===== src/rtl/uart_rx_mmio_pkg.sv =====
// rtl/uart_rx_mmio_pkg.sv - shared constants, state encoding and helpers for uart_rx_mmio
//
// Contents:
//   UART_RX_DATA/STATUS/CTRL/BAUD  byte offsets of the four registers
//   ST_* / CTRL_* / RXD_*           bit positions inside STATUS, CTRL and RXDATA
//   rx_state_e                      receive FSM state encoding
//   clamp_div()                     lower bound applied to the programmed divisor
package uart_rx_mmio_pkg;

  localparam logic [3:0] UART_RX_DATA   = 4'h0;
  localparam logic [3:0] UART_RX_STATUS = 4'h4;
  localparam logic [3:0] UART_RX_CTRL   = 4'h8;
  localparam logic [3:0] UART_RX_BAUD   = 4'hC;

  localparam int ST_NOT_EMPTY  = 0;
  localparam int ST_FULL       = 1;
  localparam int ST_OVERRUN    = 2;
  localparam int ST_FRAME_ERR  = 3;
  localparam int ST_PARITY_ERR = 4;

  localparam int CTRL_ENABLE    = 0;
  localparam int CTRL_IRQ_EN    = 1;
  localparam int CTRL_PARITY_EN = 2;
  localparam int CTRL_ODD       = 3;

  localparam int RXD_VALID   = 8;
  localparam int RXD_PAR_ERR = 9;

  localparam logic [15:0] MIN_DIV = 16'd4;

  typedef enum logic [2:0] {
    RX_IDLE      = 3'd0,
    RX_START     = 3'd1,
    RX_DATA      = 3'd2,
    RX_PARITY    = 3'd3,
    RX_STOP      = 3'd4,
    RX_WAIT_IDLE = 3'd5
  } rx_state_e;

  // Very small divisors leave no room for a mid-bit sample point.
  function automatic logic [15:0] clamp_div(input logic [15:0] d);
    return (d < MIN_DIV) ? MIN_DIV : d;
  endfunction

endpackage


===== src/rtl/uart_rx_fifo.sv =====
// rtl/uart_rx_fifo.sv - synchronous FIFO with push/pop/full/empty/count
//
// Ports:
//   clk, rst_n          clock, asynchronous active-low reset (flushes the FIFO)
//   push, din           write request and data; ignored while full
//   pop                 read request; ignored while empty
//   dout                head entry (meaningful while !empty)
//   full, empty, count  occupancy
module uart_rx_fifo #(
  parameter int DEPTH = 8,
  parameter int WIDTH = 8,
  localparam int AW = $clog2(DEPTH),
  localparam int CW = AW + 1
) (
  input  logic             clk,
  input  logic             rst_n,
  input  logic             push,
  input  logic [WIDTH-1:0] din,
  input  logic             pop,
  output logic [WIDTH-1:0] dout,
  output logic             full,
  output logic             empty,
  output logic [CW-1:0]    count
);

  logic [WIDTH-1:0] mem [DEPTH];
  logic [AW-1:0]    wr_ptr;
  logic [AW-1:0]    rd_ptr;
  logic [CW-1:0]    cnt;
  logic             do_push;
  logic             do_pop;

  assign empty   = (cnt == '0);
  assign full    = (cnt == CW'(DEPTH));
  assign count   = cnt;
  assign dout    = mem[rd_ptr];
  // A pop on an empty FIFO is a no-op, so a same-cycle push is simply kept.
  assign do_pop  = pop & ~empty;
  assign do_push = push & ~full;

  // Storage needs no reset: pointers and count define what is valid.
  always_ff @(posedge clk) begin
    if (do_push) mem[wr_ptr] <= din;
  end

  // Pointers are exactly log2(DEPTH) wide, so they wrap on their own.
  always_ff @(posedge clk or negedge rst_n) begin
    if (!rst_n) begin
      wr_ptr <= '0;
      rd_ptr <= '0;
      cnt    <= '0;
    end else begin
      if (do_push) wr_ptr <= wr_ptr + AW'(1);
      if (do_pop)  rd_ptr <= rd_ptr + AW'(1);
      case ({do_push, do_pop})
        2'b10:   cnt <= cnt + CW'(1);
        2'b01:   cnt <= cnt - CW'(1);
        default: cnt <= cnt;
      endcase
    end
  end

endmodule


===== src/rtl/uart_rx_mmio.sv =====
// rtl/uart_rx_mmio.sv - MMIO-mapped 8N1 UART receiver with RX FIFO and level interrupt
//
// Optional feature: define UART_RX_PARITY_EN to add a ninth (parity) bit per frame.
//
// Ports:
//   clk, rst_n              system clock, asynchronous active-low reset
//   mmio_req, mmio_we       one-cycle access request, 1 = write
//   mmio_addr, mmio_wdata   byte address (only [3:2] decoded), write data
//   mmio_rdata, mmio_ready  read data and completion pulse, one cycle after mmio_req
//   uart_rx                 serial input, idle high, asynchronous to clk
//   rx_irq                  registered irq_en & not_empty
module uart_rx_mmio
  import uart_rx_mmio_pkg::*;
#(
  parameter int BAUD_DIV   = 434,
  parameter int FIFO_DEPTH = 8
) (
  input  logic        clk,
  input  logic        rst_n,
  input  logic        mmio_req,
  input  logic        mmio_we,
  input  logic [31:0] mmio_addr,
  input  logic [31:0] mmio_wdata,
  output logic [31:0] mmio_rdata,
  output logic        mmio_ready,
  input  logic        uart_rx,
  output logic        rx_irq
);

  localparam int CW = $clog2(FIFO_DEPTH) + 1;

  // Line synchroniser plus one extra stage for falling-edge detection.
  logic rx_s1, rx_s2, rx_prev;
  logic rx_fall;

  always_ff @(posedge clk or negedge rst_n) begin
    if (!rst_n) begin
      rx_s1   <= 1'b1;
      rx_s2   <= 1'b1;
      rx_prev <= 1'b1;
    end else begin
      rx_s1   <= uart_rx;
      rx_s2   <= rx_s1;
      rx_prev <= rx_s2;
    end
  end

  assign rx_fall = rx_prev & ~rx_s2;

  // Register decode.
  logic [3:0] reg_off;
  logic       wr_en, rd_en;
  logic       wr_status, wr_ctrl, wr_baud, rd_data;
  logic       unused_bits;

  assign reg_off   = {mmio_addr[3:2], 2'b00};
  assign wr_en     = mmio_req & mmio_we;
  assign rd_en     = mmio_req & ~mmio_we;
  assign wr_status = wr_en & (reg_off == UART_RX_STATUS);
  assign wr_ctrl   = wr_en & (reg_off == UART_RX_CTRL);
  assign wr_baud   = wr_en & (reg_off == UART_RX_BAUD);
  assign rd_data   = rd_en & (reg_off == UART_RX_DATA);
  assign unused_bits = ^{mmio_addr[31:4], mmio_addr[1:0], mmio_wdata[31:16]};

  // Control registers and sticky flags.
  logic        ctrl_en, ctrl_irq_en;
  logic [15:0] baud_reg;
  logic        st_overrun, st_frame_err;
`ifdef UART_RX_PARITY_EN
  logic        ctrl_par_en, ctrl_odd;
  logic        st_parity_err;
`endif

  // FIFO interface; entries are {parity_error, byte}.
  logic          push, set_frame, set_par;
  logic [8:0]    fifo_dout;
  logic          fifo_full, fifo_empty;
  logic [CW-1:0] fifo_count;
  logic [3:0]    count_field;

  // Receive FSM state and datapath.
  rx_state_e   state, state_n;
  logic [15:0] cnt, cnt_n;
  logic [15:0] div_q, div_n;
  logic [15:0] div_in;
  logic [2:0]  bit_idx, bit_idx_n;
  logic [7:0]  shreg, shreg_n;
  logic        par_bad, par_bad_n;
  logic        tick;

  assign div_in = clamp_div(baud_reg);
  assign tick   = (cnt == 16'd0);

  always_ff @(posedge clk or negedge rst_n) begin
    if (!rst_n) begin
      state   <= RX_IDLE;
      cnt     <= '0;
      div_q   <= MIN_DIV;
      bit_idx <= '0;
      shreg   <= '0;
      par_bad <= 1'b0;
    end else begin
      state   <= state_n;
      cnt     <= cnt_n;
      div_q   <= div_n;
      bit_idx <= bit_idx_n;
      shreg   <= shreg_n;
      par_bad <= par_bad_n;
    end
  end

  always_comb begin
    state_n   = state;
    cnt_n     = cnt;
    div_n     = div_q;
    bit_idx_n = bit_idx;
    shreg_n   = shreg;
    par_bad_n = par_bad;
    push      = 1'b0;
    set_frame = 1'b0;
    set_par   = 1'b0;
    if (!ctrl_en) begin
      // Dropping enable abandons any partial frame silently.
      state_n = RX_IDLE;
    end else begin
      case (state)
        RX_IDLE: begin
          if (rx_fall) begin
            // Divisor is frozen per frame; aim the first sample at mid start bit.
            div_n   = div_in;
            cnt_n   = (div_in >> 1) - 16'd1;
            state_n = RX_START;
          end
        end
        RX_START: begin
          if (!tick) begin
            cnt_n = cnt - 16'd1;
          end else if (rx_s2) begin
            state_n = RX_IDLE;
          end else begin
            cnt_n     = div_q - 16'd1;
            bit_idx_n = 3'd0;
            par_bad_n = 1'b0;
            state_n   = RX_DATA;
          end
        end
        RX_DATA: begin
          if (!tick) begin
            cnt_n = cnt - 16'd1;
          end else begin
            shreg_n = {rx_s2, shreg[7:1]};
            cnt_n   = div_q - 16'd1;
            if (bit_idx == 3'd7) begin
`ifdef UART_RX_PARITY_EN
              state_n = ctrl_par_en ? RX_PARITY : RX_STOP;
`else
              state_n = RX_STOP;
`endif
            end else begin
              bit_idx_n = bit_idx + 3'd1;
            end
          end
        end
`ifdef UART_RX_PARITY_EN
        RX_PARITY: begin
          if (!tick) begin
            cnt_n = cnt - 16'd1;
          end else begin
            // Even mode wants an even number of ones over data+parity.
            if (^shreg ^ rx_s2 ^ ctrl_odd) begin
              par_bad_n = 1'b1;
              set_par   = 1'b1;
            end
            cnt_n   = div_q - 16'd1;
            state_n = RX_STOP;
          end
        end
`endif
        RX_STOP: begin
          if (!tick) begin
            cnt_n = cnt - 16'd1;
          end else if (rx_s2) begin
            push    = 1'b1;
            state_n = RX_IDLE;
          end else begin
            set_frame = 1'b1;
            cnt_n     = div_q - 16'd1;
            state_n   = RX_WAIT_IDLE;
          end
        end
        RX_WAIT_IDLE: begin
          // Need one uninterrupted bit time of idle before hunting again.
          if (!rx_s2)     cnt_n   = div_q - 16'd1;
          else if (tick)  state_n = RX_IDLE;
          else            cnt_n   = cnt - 16'd1;
        end
        default: state_n = RX_IDLE;
      endcase
    end
  end

  uart_rx_fifo #(
    .DEPTH (FIFO_DEPTH),
    .WIDTH (9)
  ) u_fifo (
    .clk   (clk),
    .rst_n (rst_n),
    .push  (push),
    .din   ({par_bad, shreg}),
    .pop   (rd_data),
    .dout  (fifo_dout),
    .full  (fifo_full),
    .empty (fifo_empty),
    .count (fifo_count)
  );

  assign count_field = 4'(fifo_count);

  // Sticky flags: a set in the same cycle as a write-1-to-clear wins.
  always_ff @(posedge clk or negedge rst_n) begin
    if (!rst_n) begin
      ctrl_en       <= 1'b1;
      ctrl_irq_en   <= 1'b0;
      baud_reg      <= 16'(BAUD_DIV);
      st_overrun    <= 1'b0;
      st_frame_err  <= 1'b0;
`ifdef UART_RX_PARITY_EN
      ctrl_par_en   <= 1'b0;
      ctrl_odd      <= 1'b0;
      st_parity_err <= 1'b0;
`endif
    end else begin
      if (wr_ctrl) begin
        ctrl_en     <= mmio_wdata[CTRL_ENABLE];
        ctrl_irq_en <= mmio_wdata[CTRL_IRQ_EN];
`ifdef UART_RX_PARITY_EN
        ctrl_par_en <= mmio_wdata[CTRL_PARITY_EN];
        ctrl_odd    <= mmio_wdata[CTRL_ODD];
`endif
      end
      if (wr_baud) baud_reg <= mmio_wdata[15:0];
      st_overrun   <= (st_overrun & ~(wr_status & mmio_wdata[ST_OVERRUN]))
                      | (push & fifo_full);
      st_frame_err <= (st_frame_err & ~(wr_status & mmio_wdata[ST_FRAME_ERR]))
                      | set_frame;
`ifdef UART_RX_PARITY_EN
      st_parity_err <= (st_parity_err & ~(wr_status & mmio_wdata[ST_PARITY_ERR]))
                       | set_par;
`endif
    end
  end

  // Read mux, evaluated in the request cycle (before any pop takes effect).
  logic [31:0] rd_val;

  always_comb begin
    rd_val = '0;
    case (reg_off)
      UART_RX_DATA: begin
        if (!fifo_empty) begin
          rd_val[7:0]         = fifo_dout[7:0];
          rd_val[RXD_VALID]   = 1'b1;
          rd_val[RXD_PAR_ERR] = fifo_dout[8];
        end
      end
      UART_RX_STATUS: begin
        rd_val[ST_NOT_EMPTY] = ~fifo_empty;
        rd_val[ST_FULL]      = fifo_full;
        rd_val[ST_OVERRUN]   = st_overrun;
        rd_val[ST_FRAME_ERR] = st_frame_err;
`ifdef UART_RX_PARITY_EN
        rd_val[ST_PARITY_ERR] = st_parity_err;
`endif
        rd_val[11:8] = count_field;
      end
      UART_RX_CTRL: begin
        rd_val[CTRL_ENABLE] = ctrl_en;
        rd_val[CTRL_IRQ_EN] = ctrl_irq_en;
`ifdef UART_RX_PARITY_EN
        rd_val[CTRL_PARITY_EN] = ctrl_par_en;
        rd_val[CTRL_ODD]       = ctrl_odd;
`endif
      end
      UART_RX_BAUD: rd_val[15:0] = baud_reg;
      default:      rd_val = '0;
    endcase
  end

  always_ff @(posedge clk or negedge rst_n) begin
    if (!rst_n) begin
      mmio_ready <= 1'b0;
      mmio_rdata <= '0;
      rx_irq     <= 1'b0;
    end else begin
      mmio_ready <= mmio_req;
      mmio_rdata <= rd_en ? rd_val : 32'h0;
      rx_irq     <= ctrl_irq_en & ~fifo_empty;
    end
  end

endmodule


===== config.mk =====
export PLATFORM = sky130hd
export DESIGN_NAME = uart_rx_mmio
export DESIGN_NICKNAME = d
export VERILOG_FILES = /design/src/rtl/uart_rx_mmio_pkg.sv /design/src/rtl/uart_rx_fifo.sv /design/src/rtl/uart_rx_mmio.sv
export SDC_FILE = /design/constraint.sdc
export NUM_CORES = 1
export LEC_CHECK = 0
export ABC_AREA = 1
export BUFFER_PORTS_ARGS = -buffer_cell sky130_fd_sc_hd__buf_2
export CAP_MARGIN = 5
export CORE_MARGIN = 1.5
export CORE_UTILIZATION = 60
export CTS_CLUSTER_DIAMETER = 100
export DETAILED_ROUTE_END_ITERATION = 8
export GPL_TIMING_DRIVEN = 0
export PLACE_DENSITY = 0.93
export SLEW_MARGIN = 20
export SYNTH_ARGS = -nofsm -noshare
export SYNTH_HDL_FRONTEND = slang
export SYNTH_SLANG_ARGS = --single-unit

===== constraint.sdc =====
create_clock -name clk -period 5.45 [get_ports clk]
set_clock_uncertainty 0.1 [all_clocks]
set_input_delay 0.545 -clock clk [delete_from_list [all_inputs] [get_ports clk]]
set_output_delay 0.545 -clock clk [all_outputs]
set_load 0.03 [all_outputs]

==> reports/results.tsv <==
metric	value	unit
area leader, netlist	dfrtp_1	
die area	0.0142	mm2
arrival time at the worst endpoint	3.10	ns
wire length per cell	17.8	um
Synthesis Warnings	0	
root buffer cell	clkbuf_16	
maxcap violations	0	
slowest stage delay, CP	0.58	ns
Synth top cells by count	nand2_1, nor2_1, dfrtp_1	
CTS Buffer Depth	2	
CTS buffer count	17	
first-pass GRT wire length	33200	um
Post-Syn Instances	905	
H-Tree Depth	4	
area grow syn2layout	13.9	%
r2r startpoint	baud_reg[7]	
IO Pins	103	
Pwr per Cell Area	441	mW/mm2
Hold Crit Start	uart_rx	
TritonCTS Sinks	161	
Synth Cell Area	0.00807	mm2
Max Fclk	352	MHz
Vias	6918	
Worst VDD drop	0.000265	V
Final min period	2.84	ns
CP startpoint	mmio_req	
Worst Path Max Fanout	10	
DRT Pass-1 Iters	6	
port bufs	40	
Worst Setup Slack post-DPL	2.52	ns
CTS tree	built	
transition time at the pin with the least slew margin	0.996	ns
CP Cell Sequence	buf_2 > inv_1 > nor2_1 > clkinv_1 > nor2_1 > ha_1 > xor2_1 > nand2_1 > o21ai_1 > nand2_1 > a21oi_1 > xor2_1	
core box area	0.0132	mm2
Worst-Skew Late Latency	0.44	ns
count leader, synth	nand2_1	
DIE WIDTH	119	um
Detailed Route Iter0 Violations	1045	
CP Capture Type	register	
number of synthesized flops with an enable pin	64	
max_slew headroom	33.2	%
Yosys top cell area share	27.0	%
antenna-violating nets left	0	
mean area per synthesized cell	8.92	um2
share of cells above drive strength 1	14.6	%
Starting Density	61.2	%
routability congestion estimate	0.940	
TNS Setup	0	ns
Slowest cell on crit path	nor2_1	
total track usage	30.7	%
post-route setup slack	2.61	ns
grt ovf	0	
Clock transition at path regs	0.06	ns
LEAKAGE	4.11	nW
Final Hold Viols	0	
initial antenna violation count	0	
Avg Vias per Cell	5.91	
PostCTS Resize Cnt	0	
startpoint types	input pin	
outcome	completed	
Most used DFF post-synth	dfrtp_1	
most flop-heavy register	u_fifo.mem	
dpl hpwl	14000	um
Req. time, crit path	5.71	ns
Largest register FFs	64	
nets	1065	
final setup vio count	0	
DRC Markers	0	
vias in the first global route	6591	
Die Y	119	um
row cnt	42	
routed wire length	20800	um
Synth async-reset ratio	60.2	%
top post-synthesis cells by area	dfrtp_1, edfxtp_1, nand2_1	
diodes inserted	0	
HP Class	in -> reg	
Unique masters post-synth	42	
Period Utilization, post-route	52.2	%
flops & latches, synth	161	
RSZ-0062 raised after global routing	false	
Slew Viols, Final	0	
sequential area share after synthesis	54.0	%
largest net degree at the start of global routing	83	
critical setup path kind	in -> reg	
==> path summary, 6_finish.rpt <==
path                                   endpoint  cells past startpoint  slack [ns]
worst max register to register          cnt[14]                     16        2.66
worst max-delay path            u_fifo.count[3]                     12        2.61
min in group asynchronous              shreg[4]                      2        0.42
worst min-delay path                      rx_s1                      1        0.10
max in group asynchronous           baud_reg[8]                      3        4.13
worst min register to register            rx_s2                      0        0.26
==> power by group <==
part / switching (mW) / internal, mW / total, mW
sequential: 0.196 / 1.44 / 1.64
clock: 0.499 / 0.634 / 1.13
combinational: 0.879 / 0.405 / 1.28
==> layout by cell type, fill, tap and decap left out, types with 17 or more instances in the layout <==
cell type | Yosys | routed
a21oi_1 | 35 | 35
buf_2 | 4 | 43
buf_4 | 17 | 17
clkbuf_1 | 18 | 19
clkbuf_16 | 0 | 17
dfrtp_1 | 87 | 87
edfxtp_1 | 64 | 64
inv_1 | 75 | 75
nand2_1 | 173 | 173
nand3_1 | 61 | 61
nor2_1 | 137 | 137
o21ai_0 | 57 | 57
o21ai_1 | 18 | 18
xor2_1 | 19 | 19
==> cell families after synthesis <==
kind of cell             share of synthesized area [%]
AND/OR/NAND/NOR                                   22.9
flip-flops                                        54.0
AO/OA/AOI/OAI                                     9.97
buffers and inverters                             6.85
XOR/XNOR                                          2.60
adder cells (fa/ha/maj)                           2.33
multiplexers                                      1.26
other                                           0.0465
==> critical path, delay by kind of cell <==
kind,cells,cell delay (ns)
AOI/OAI and AO/OA,2,0.27
xor gates and xnor gates,2,0.38
adders and majority gates,1,0.34
buffers and inverters,3,0.61
and+or+nand+nor,4,0.96
==> per-layer routing <==
layer	wire length, um	up-vias	GRT usage [%]	share of wire [%]
li1	-	3137	-	-
met1	8110	3271	40.6	39
met2	9660	441	47.3	46
met3	2350	69	8.67	11
met4	707	0	14.5	3.4
met5	0	-	0	0
==> what timing repair did <==
| action | in CTS | in global routing |
|---|---|---|
| hold buffers | 1 | 0 |
| endpoints found under the hold margin | 15 | 0 |
| setup buffers | 0 | 0 |
==> final cells by class <==
| type | instances | area (um2) |
|---|---|---|
| Buffer | 41 | 230 |
| Clock buffer | 18 | 429 |
| Clock inverter | 14 | 130 |
| Fill cell | 886 | 4000 |
| Inverter | 86 | 323 |
| Multi-Input combinational cell | 632 | 3250 |
| Sequential cell | 161 | 4360 |
| Tap cell | 176 | 220 |
| Timing Repair Buffer | 42 | 244 |
==> through the flow <==
stage / hold slack [ns] / cells / area (um2) / power, mW / utilization (%)
2_1_floorplan: 0.149 / 920 / 8130 / 2.50 / -
3_3_place_gp: 0.246 / 1136 / 8550 / 2.80 / 64.8
3_5_place_dp: 0.249 / 1137 / 8620 / 2.87 / 65.4
4_1_cts: 0.104 / 1170 / 9190 / 4.00 / 69.7
5_1_grt: 0.0983 / 1170 / 9190 / 4.26 / 69.7
6_report: 0.104 / 1170 / 9190 / 4.06 / 69.7
Power figures use the tool's default switching activity.
